<file path="src/rtl/logistic_mult_arbiter_if.sv">
// Bundle of requester-side and multiplier-side signals for the shared-multiplier
// arbiter.
//   slave  : arbiter view (takes requests and mult_done/mult_result, drives
//            grant, response and multiplier controls)
//   master : environment view (requesters plus multiplier)
interface logistic_mult_arbiter_if #(
  parameter int unsigned NUM_REQ = 7,
  parameter int unsigned W       = 18
);
  logic [NUM_REQ-1:0]   req;
  logic [NUM_REQ*W-1:0] dataa_in;
  logic [NUM_REQ*W-1:0] datab_in;
  logic [NUM_REQ-1:0]   grant;
  logic [NUM_REQ-1:0]   resp_valid;
  logic [2*W-1:0]       result;
  logic                 busy;
  logic                 timeout_err;
  logic [W-1:0]         mult_dataa;
  logic [W-1:0]         mult_datab;
  logic                 mult_start;
  logic                 mult_done;
  logic [2*W-1:0]       mult_result;

  modport slave (
    input  req, dataa_in, datab_in, mult_done, mult_result,
    output grant, resp_valid, result, busy, timeout_err,
           mult_dataa, mult_datab, mult_start
  );

  modport master (
    output req, dataa_in, datab_in, mult_done, mult_result,
    input  grant, resp_valid, result, busy, timeout_err,
           mult_dataa, mult_datab, mult_start
  );
endinterface

</file>
<file path="src/rtl/logistic_mult_arbiter.sv">
// Round-robin arbiter sharing one sequential multiplier among NUM_REQ
// logistic-map iterators. Drives the multiplier through a four-phase
// start/done handshake and returns the product with a one-cycle resp_valid.
// Ports:
//   CLK, RST : clock and asynchronous active-high reset
//   bus      : logistic_mult_arbiter_if.slave (requests, operands, grant,
//              resp_valid, result, busy, timeout_err, multiplier handshake)
module logistic_mult_arbiter #(
  parameter int unsigned NUM_REQ = 7,
  parameter int unsigned W       = 18,
  parameter int unsigned TIMEOUT = 255
) (
  input  logic                    CLK,
  input  logic                    RST,
  logistic_mult_arbiter_if.slave  bus
);

  localparam int unsigned PW = (NUM_REQ > 1) ? $clog2(NUM_REQ) : 1;
  localparam int unsigned CW = $clog2(TIMEOUT + 1);

  typedef enum logic [2:0] {
    S_IDLE, S_LOAD, S_WAIT, S_RELEASE, S_RESP
  } state_t;

  state_t state, state_nxt;

  logic [PW-1:0]      ptr, ptr_nxt;
  logic [PW-1:0]      gnt_idx, gnt_idx_nxt;
  logic [PW-1:0]      sel_idx;
  logic               sel_vld;
  int unsigned        scan_j;
  logic [CW-1:0]      wdog, wdog_nxt;
  logic               wdog_exp;

  logic [NUM_REQ-1:0] grant_q, grant_nxt;
  logic [NUM_REQ-1:0] resp_q, resp_nxt;
  logic [2*W-1:0]     result_q, result_nxt;
  logic               busy_q, busy_nxt;
  logic               err_q, err_nxt;
  logic [W-1:0]       da_q, da_nxt;
  logic [W-1:0]       db_q, db_nxt;
  logic               start_q, start_nxt;

  assign wdog_exp = (wdog == CW'(TIMEOUT - 1));

  // Round-robin pick: first set request scanning ptr, ptr+1, ... modulo NUM_REQ
  always_comb begin
    sel_vld = 1'b0;
    sel_idx = '0;
    scan_j  = 0;
    for (int unsigned off = 0; off < NUM_REQ; off++) begin
      scan_j = 32'(ptr) + off;
      if (scan_j >= NUM_REQ) scan_j = scan_j - NUM_REQ;
      if (!sel_vld && bus.req[PW'(scan_j)]) begin
        sel_vld = 1'b1;
        sel_idx = PW'(scan_j);
      end
    end
  end

  // State register
  always_ff @(posedge CLK or posedge RST) begin
    if (RST) state <= S_IDLE;
    else     state <= state_nxt;
  end

  // Next-state logic
  always_comb begin
    state_nxt = state;
    unique case (state)
      S_IDLE:    if (!bus.mult_done && sel_vld) state_nxt = S_LOAD;
      S_LOAD:    state_nxt = S_WAIT;
      S_WAIT:    if (bus.mult_done)       state_nxt = S_RELEASE;
                 else if (wdog_exp)       state_nxt = S_RESP;
      S_RELEASE: if (!bus.mult_done || wdog_exp) state_nxt = S_RESP;
      S_RESP:    state_nxt = S_IDLE;
      default:   state_nxt = S_IDLE;
    endcase
  end

  // Output logic: next values for the registered outputs and datapath state
  always_comb begin
    grant_nxt   = grant_q;
    resp_nxt    = '0;
    result_nxt  = result_q;
    err_nxt     = err_q;
    da_nxt      = da_q;
    db_nxt      = db_q;
    start_nxt   = start_q;
    ptr_nxt     = ptr;
    gnt_idx_nxt = gnt_idx;
    wdog_nxt    = wdog;
    busy_nxt    = (state_nxt != S_IDLE);
    unique case (state)
      S_IDLE: begin
        if (!bus.mult_done && sel_vld) begin
          grant_nxt   = NUM_REQ'(1) << sel_idx;
          gnt_idx_nxt = sel_idx;
          da_nxt      = bus.dataa_in[32'(sel_idx)*W +: W];
          db_nxt      = bus.datab_in[32'(sel_idx)*W +: W];
        end
      end
      S_LOAD: begin
        start_nxt = 1'b1;
        wdog_nxt  = '0;
      end
      S_WAIT, S_RELEASE: begin
        wdog_nxt = wdog + CW'(1);
        if (state == S_WAIT && bus.mult_done) begin
          result_nxt = bus.mult_result;
          start_nxt  = 1'b0;
        end else if (state == S_RELEASE && !bus.mult_done) begin
          resp_nxt = grant_q;
        end else if (wdog_exp) begin
          // Watchdog abort: drop start, flag the error, answer with zero
          err_nxt    = 1'b1;
          start_nxt  = 1'b0;
          result_nxt = '0;
          resp_nxt   = grant_q;
        end
      end
      S_RESP: begin
        grant_nxt = '0;
        ptr_nxt   = (gnt_idx == PW'(NUM_REQ - 1)) ? '0 : gnt_idx + PW'(1);
      end
      default: ;
    endcase
  end

  // Output and datapath registers
  always_ff @(posedge CLK or posedge RST) begin
    if (RST) begin
      grant_q  <= '0;
      resp_q   <= '0;
      result_q <= '0;
      busy_q   <= 1'b0;
      err_q    <= 1'b0;
      da_q     <= '0;
      db_q     <= '0;
      start_q  <= 1'b0;
      ptr      <= '0;
      gnt_idx  <= '0;
      wdog     <= '0;
    end else begin
      grant_q  <= grant_nxt;
      resp_q   <= resp_nxt;
      result_q <= result_nxt;
      busy_q   <= busy_nxt;
      err_q    <= err_nxt;
      da_q     <= da_nxt;
      db_q     <= db_nxt;
      start_q  <= start_nxt;
      ptr      <= ptr_nxt;
      gnt_idx  <= gnt_idx_nxt;
      wdog     <= wdog_nxt;
    end
  end

  assign bus.grant       = grant_q;
  assign bus.resp_valid  = resp_q;
  assign bus.result      = result_q;
  assign bus.busy        = busy_q;
  assign bus.timeout_err = err_q;
  assign bus.mult_dataa  = da_q;
  assign bus.mult_datab  = db_q;
  assign bus.mult_start  = start_q;

endmodule

</file>
<file path="src/flat_wrapper.sv">
// flat-port wrapper written by rule: the top's interface ports become plain ports
module logistic_mult_arbiter_flat 
#(
  parameter int unsigned NUM_REQ = 7,
  parameter int unsigned W       = 18,
  parameter int unsigned TIMEOUT = 255
)
  (CLK, RST, bus_req, bus_dataa_in, bus_datab_in, bus_mult_done, bus_mult_result, bus_grant, bus_resp_valid, bus_result, bus_busy, bus_timeout_err, bus_mult_dataa, bus_mult_datab, bus_mult_start);
  logistic_mult_arbiter_if #(.NUM_REQ(NUM_REQ), .W(W)) bus_i ();
  input  logic CLK;
  input  logic RST;
  input wire logic [$bits(bus_i.req)-1:0] bus_req;
  input wire logic [$bits(bus_i.dataa_in)-1:0] bus_dataa_in;
  input wire logic [$bits(bus_i.datab_in)-1:0] bus_datab_in;
  input wire logic [$bits(bus_i.mult_done)-1:0] bus_mult_done;
  input wire logic [$bits(bus_i.mult_result)-1:0] bus_mult_result;
  output wire logic [$bits(bus_i.grant)-1:0] bus_grant;
  output wire logic [$bits(bus_i.resp_valid)-1:0] bus_resp_valid;
  output wire logic [$bits(bus_i.result)-1:0] bus_result;
  output wire logic [$bits(bus_i.busy)-1:0] bus_busy;
  output wire logic [$bits(bus_i.timeout_err)-1:0] bus_timeout_err;
  output wire logic [$bits(bus_i.mult_dataa)-1:0] bus_mult_dataa;
  output wire logic [$bits(bus_i.mult_datab)-1:0] bus_mult_datab;
  output wire logic [$bits(bus_i.mult_start)-1:0] bus_mult_start;
  assign bus_i.req = bus_req;
  assign bus_i.dataa_in = bus_dataa_in;
  assign bus_i.datab_in = bus_datab_in;
  assign bus_i.mult_done = bus_mult_done;
  assign bus_i.mult_result = bus_mult_result;
  assign bus_grant = bus_i.grant;
  assign bus_resp_valid = bus_i.resp_valid;
  assign bus_result = bus_i.result;
  assign bus_busy = bus_i.busy;
  assign bus_timeout_err = bus_i.timeout_err;
  assign bus_mult_dataa = bus_i.mult_dataa;
  assign bus_mult_datab = bus_i.mult_datab;
  assign bus_mult_start = bus_i.mult_start;
  logistic_mult_arbiter #(.NUM_REQ(NUM_REQ), .W(W), .TIMEOUT(TIMEOUT)) u_core (.CLK(CLK), .RST(RST), .bus(bus_i));
endmodule
</file>
<file path="config.mk">
export PLATFORM = sky130hd
export DESIGN_NAME = logistic_mult_arbiter_flat
export DESIGN_NICKNAME = d
export VERILOG_FILES = /design/src/rtl/logistic_mult_arbiter_if.sv /design/src/rtl/logistic_mult_arbiter.sv /design/src/flat_wrapper.sv
export SDC_FILE = /design/constraint.sdc
export NUM_CORES = 1
export LEC_CHECK = 0
export CAP_MARGIN = 20
export CORE_AREA = 2 2 151 153
export DETAILED_ROUTE_END_ITERATION = 12
export DIE_AREA = 0 0 153 155
export DONT_BUFFER_PORTS = 1
export PLACE_DENSITY_LB_ADDON = 0.08
export SYNTH_ARGS = -nofsm -noshare
export SYNTH_HDL_FRONTEND = slang
export SYNTH_SLANG_ARGS = --single-unit
export TNS_END_PERCENT = 30
</file>
<file path="constraint.sdc">
create_clock -name CLK -period 7.65 [get_ports CLK]
set_input_delay 1.53 -clock CLK [delete_from_list [all_inputs] [get_ports CLK]]
set_output_delay 1.53 -clock CLK [all_outputs]
set_load 0.01 [all_outputs]
</file>
==> flow_summary.toml <==
[synth]
synth_area_um2 = 7780
ys_seq_area_share_pct = 34.1
synth.mux.area_fraction_pct = 14.0
synth_ff_type = "dfrtp_1"
yosysWarnings = 0
synthArstFlopShare_pct = 100
yosys.area_share.simple_pct = 13.5
synth_xor_xnor_area_share_pct = 0.901
synth_area_per_cell_um2 = 9.51
synth-seq-cells = 106
synthAdderAreaFrac_pct = 2.64
synth_top_family_by_area = "compound AO/OA/AOI/OAI gates"
synth_edf_count = 0
ys_types = 78
synth_nets = 1131
synth_cells = 818
synth_compound_area_share_pct = 27.7

[worst_setup_path]
crit_path_max_incr_delay_ps = 730
critical_path_class = "reg2reg"
crit_chain = "inv_2 -> ha_1 -> inv_1 -> a2111oi_0 -> a21o_1 -> a32o_1 -> and4b_1 -> nand4b_1 -> a31oi_4 -> buf_4 -> nand3b_1 -> a2bb2oi_1 -> o211ai_1"
critPathRequiredTime_ps = 7870
endpoint_kind = "register"
cp.arrival_ps = 5630
crit_path_start_kind = "register"
cp_max_fo = 90
crit_slowest_cell = "ha_1"

[routing]
wl_mm = 26.8
drc = 0
first_pass_iters = 5
via_count = 6516
viasPerCell = 6.15
drtIter0Drc = 390
antenna_left = 0
wl_per_cell_um = 25.3

[clock_tree]
clkSinkCount = 106
tritoncts = "built"
clkSlewWorstSetupHoldPaths_ps = 80
cts-htree-levels = 3
cts_buffer_depth = 2
cts_inserted_buffers = 9
clockRootBuffer = "clkbuf_16"
ctsResizeCount = 0
post_cts_buffers = 0
holdBufCountCts = 0
clock_latency_ps = 360

[cells_and_area]
final_cell_mix = "dfrtp_1, mux2i_1, inv_1"
syn_to_final_growth_pct = 6.39
final_common_cell = "dfrtp_1"
nNetsFinal = 1080
fin_util_pct = 37.2
drive_gt1_share_pct = 9.07

[sta]
finalMaxSlewViolations = 0
fin_ws_ps = 2240
fin_setup_tns_ps = 0
min_period_ps = 5410
max_freq_ghz = 0.185
fin_worst_skew_ps = 11.3
worst_pin_slew_ps = 955
slew_headroom_pct = 36.2
fin_crit_sh_pct = 70.7
hold_violations = 0
rsz0062_at_grt = "false"
setup_viol = 0

[placed_design]
hpwl_mm = 20.4
dpl_worst_slack_ps = 2250
finalWeightedCongestion = 0.886
io_buffers = 0

[global_routing]
grt_pass1_vias = 6422
grt_antenna_before_repair = 2
grt_util_all_layers_pct = 21.6
grt_pass1_wl_mm = 39.8
grt_start_max_net_pins = 135
overflow = 0

[status]
outcome = "finished clean"

[worst_hold_path]
hp-class = "reg2reg"

[floorplanning]
design.die.area_um2 = 23700
rows = 55
io_pins = 387
die_w_um = 153
core_area_um2 = 22200
die_h_um = 155
start_util_pct = 35.0

[flow_run]
drv_cap = 0
-- critical path, delay by kind of cell, from the launching register on --
family                     cells  cell delay, ps
AOI/OAI and AO/OA              6            1400
buffers and inverters          3            1350
and+or+nand+nor                3            1080
adders and majority gates      1             730
DFF                            1             690
-- registers in the layout, indices dropped and copies added, names as in the netlist --
name and cells:
u_core.bus.timeout_err 1, u_core.state 3, u_core.wdog 8, u_core.bus.mult_datab 18, u_core.bus.busy 1, u_core.gnt_idx 3
u_core.bus.resp_valid 7, u_core.bus.mult_dataa 18, u_core.bus.result 36, u_core.ptr 3, u_core.bus.mult_start 1, u_core.bus.grant 7
-- synth_stat cells (4+ instances only) --
library cell / number / area share, %
nor2_1: 19 / 0.92
o221ai_1: 30 / 3.4
clkbuf_1: 40 / 1.9
o211ai_1: 11 / 1.1
a31oi_1: 4 / 0.32
nand3_1: 14 / 0.90
nand4_1: 7 / 0.56
xnor2_1: 7 / 0.79
buf_2: 20 / 1.3
and2_1: 13 / 1.0
a21o_1: 4 / 0.39
o21ai_0: 20 / 1.3
nor3_1: 10 / 0.64
a2bb2oi_1: 9 / 1.0
inv_1: 50 / 2.4
o2bb2ai_1: 4 / 0.45
mux2i_1: 102 / 13
a22o_1: 40 / 4.5
o221a_1: 13 / 1.9
o221a_2: 15 / 2.2
nand2_1: 42 / 2.0
ha_1: 14 / 2.3
nand2b_1: 41 / 3.3
nor3b_1: 4 / 0.39
a22oi_1: 28 / 2.7
o32a_1: 8 / 1.0
a21oi_1: 44 / 2.8
nor2b_1: 7 / 0.56
dfrtp_1: 106 / 34
and3_1: 7 / 0.56
buf_4: 10 / 0.97
nand3b_1: 4 / 0.39
-- metal layers --
metal	vias to the layer above	wire length, um	GRT usage (%)	part of all wire [%]
li1	2995	-	-	-
met1	3251	11300	28.0	42
met2	243	13600	37.5	51
met3	27	1260	3.54	4.7
met4	0	588	6.22	2.2
met5	-	0	0	0
-- path summary, 6_finish.rpt --
kind                                                  from                              endpoint  slack, ps  cells after the start
worst min register to register  u_core.wdog[7]$_DFFE_PP0P_            u_core.wdog[7]$_DFFE_PP0P_        500                      1
min in group asynchronous                              RST      u_core.bus.result[7]$_DFFE_PP0P_       1060                      1
worst max register to register   u_core.ptr[0]$_DFFE_PP0P_  u_core.bus.mult_dataa[5]$_DFFE_PP0P_       2240                     13
worst min-delay path            u_core.wdog[7]$_DFFE_PP0P_            u_core.wdog[7]$_DFFE_PP0P_        500                      1
max in group asynchronous                              RST             u_core.ptr[1]$_DFFE_PP0P_       5290                      2
worst max-delay path             u_core.ptr[0]$_DFFE_PP0P_  u_core.bus.mult_dataa[5]$_DFFE_PP0P_       2240                     13
-- layout make-up --
type | instances | area, um^2
fill | 2224 | 14000
timing repair buffer | 13 | 178
clock inverter | 7 | 72.6
sequential | 106 | 2650
antenna | 2 | 5.00
tap | 285 | 357
multi-input combinational | 586 | 4590
inverter | 51 | 194
clock buffer | 9 | 225
-- metrics by stage --
stage                     cells  hold WS (ps)  instance area, um^2
after floorplan             818           449                 7780
after global placement     1037           469                 7870
after detailed placement   1039           486                 7920
after CTS                  1055           500                 8210
after global routing       1059           518                 8270
final                      1059           495                 8270
-- kinds of logic after synthesis --
group | count (synthesis)
XOR/XNOR | 8
adder cells (fa/ha/maj) | 16
multiplexers | 106
flip-flops | 106
AND/OR/NAND/NOR | 189
buffers and inverters | 126
AO/OA/AOI/OAI | 267
Power is left out: the tool's default activity adds up to more than one toggle a clock period on the data nets, which glitch-free logic cannot reach.
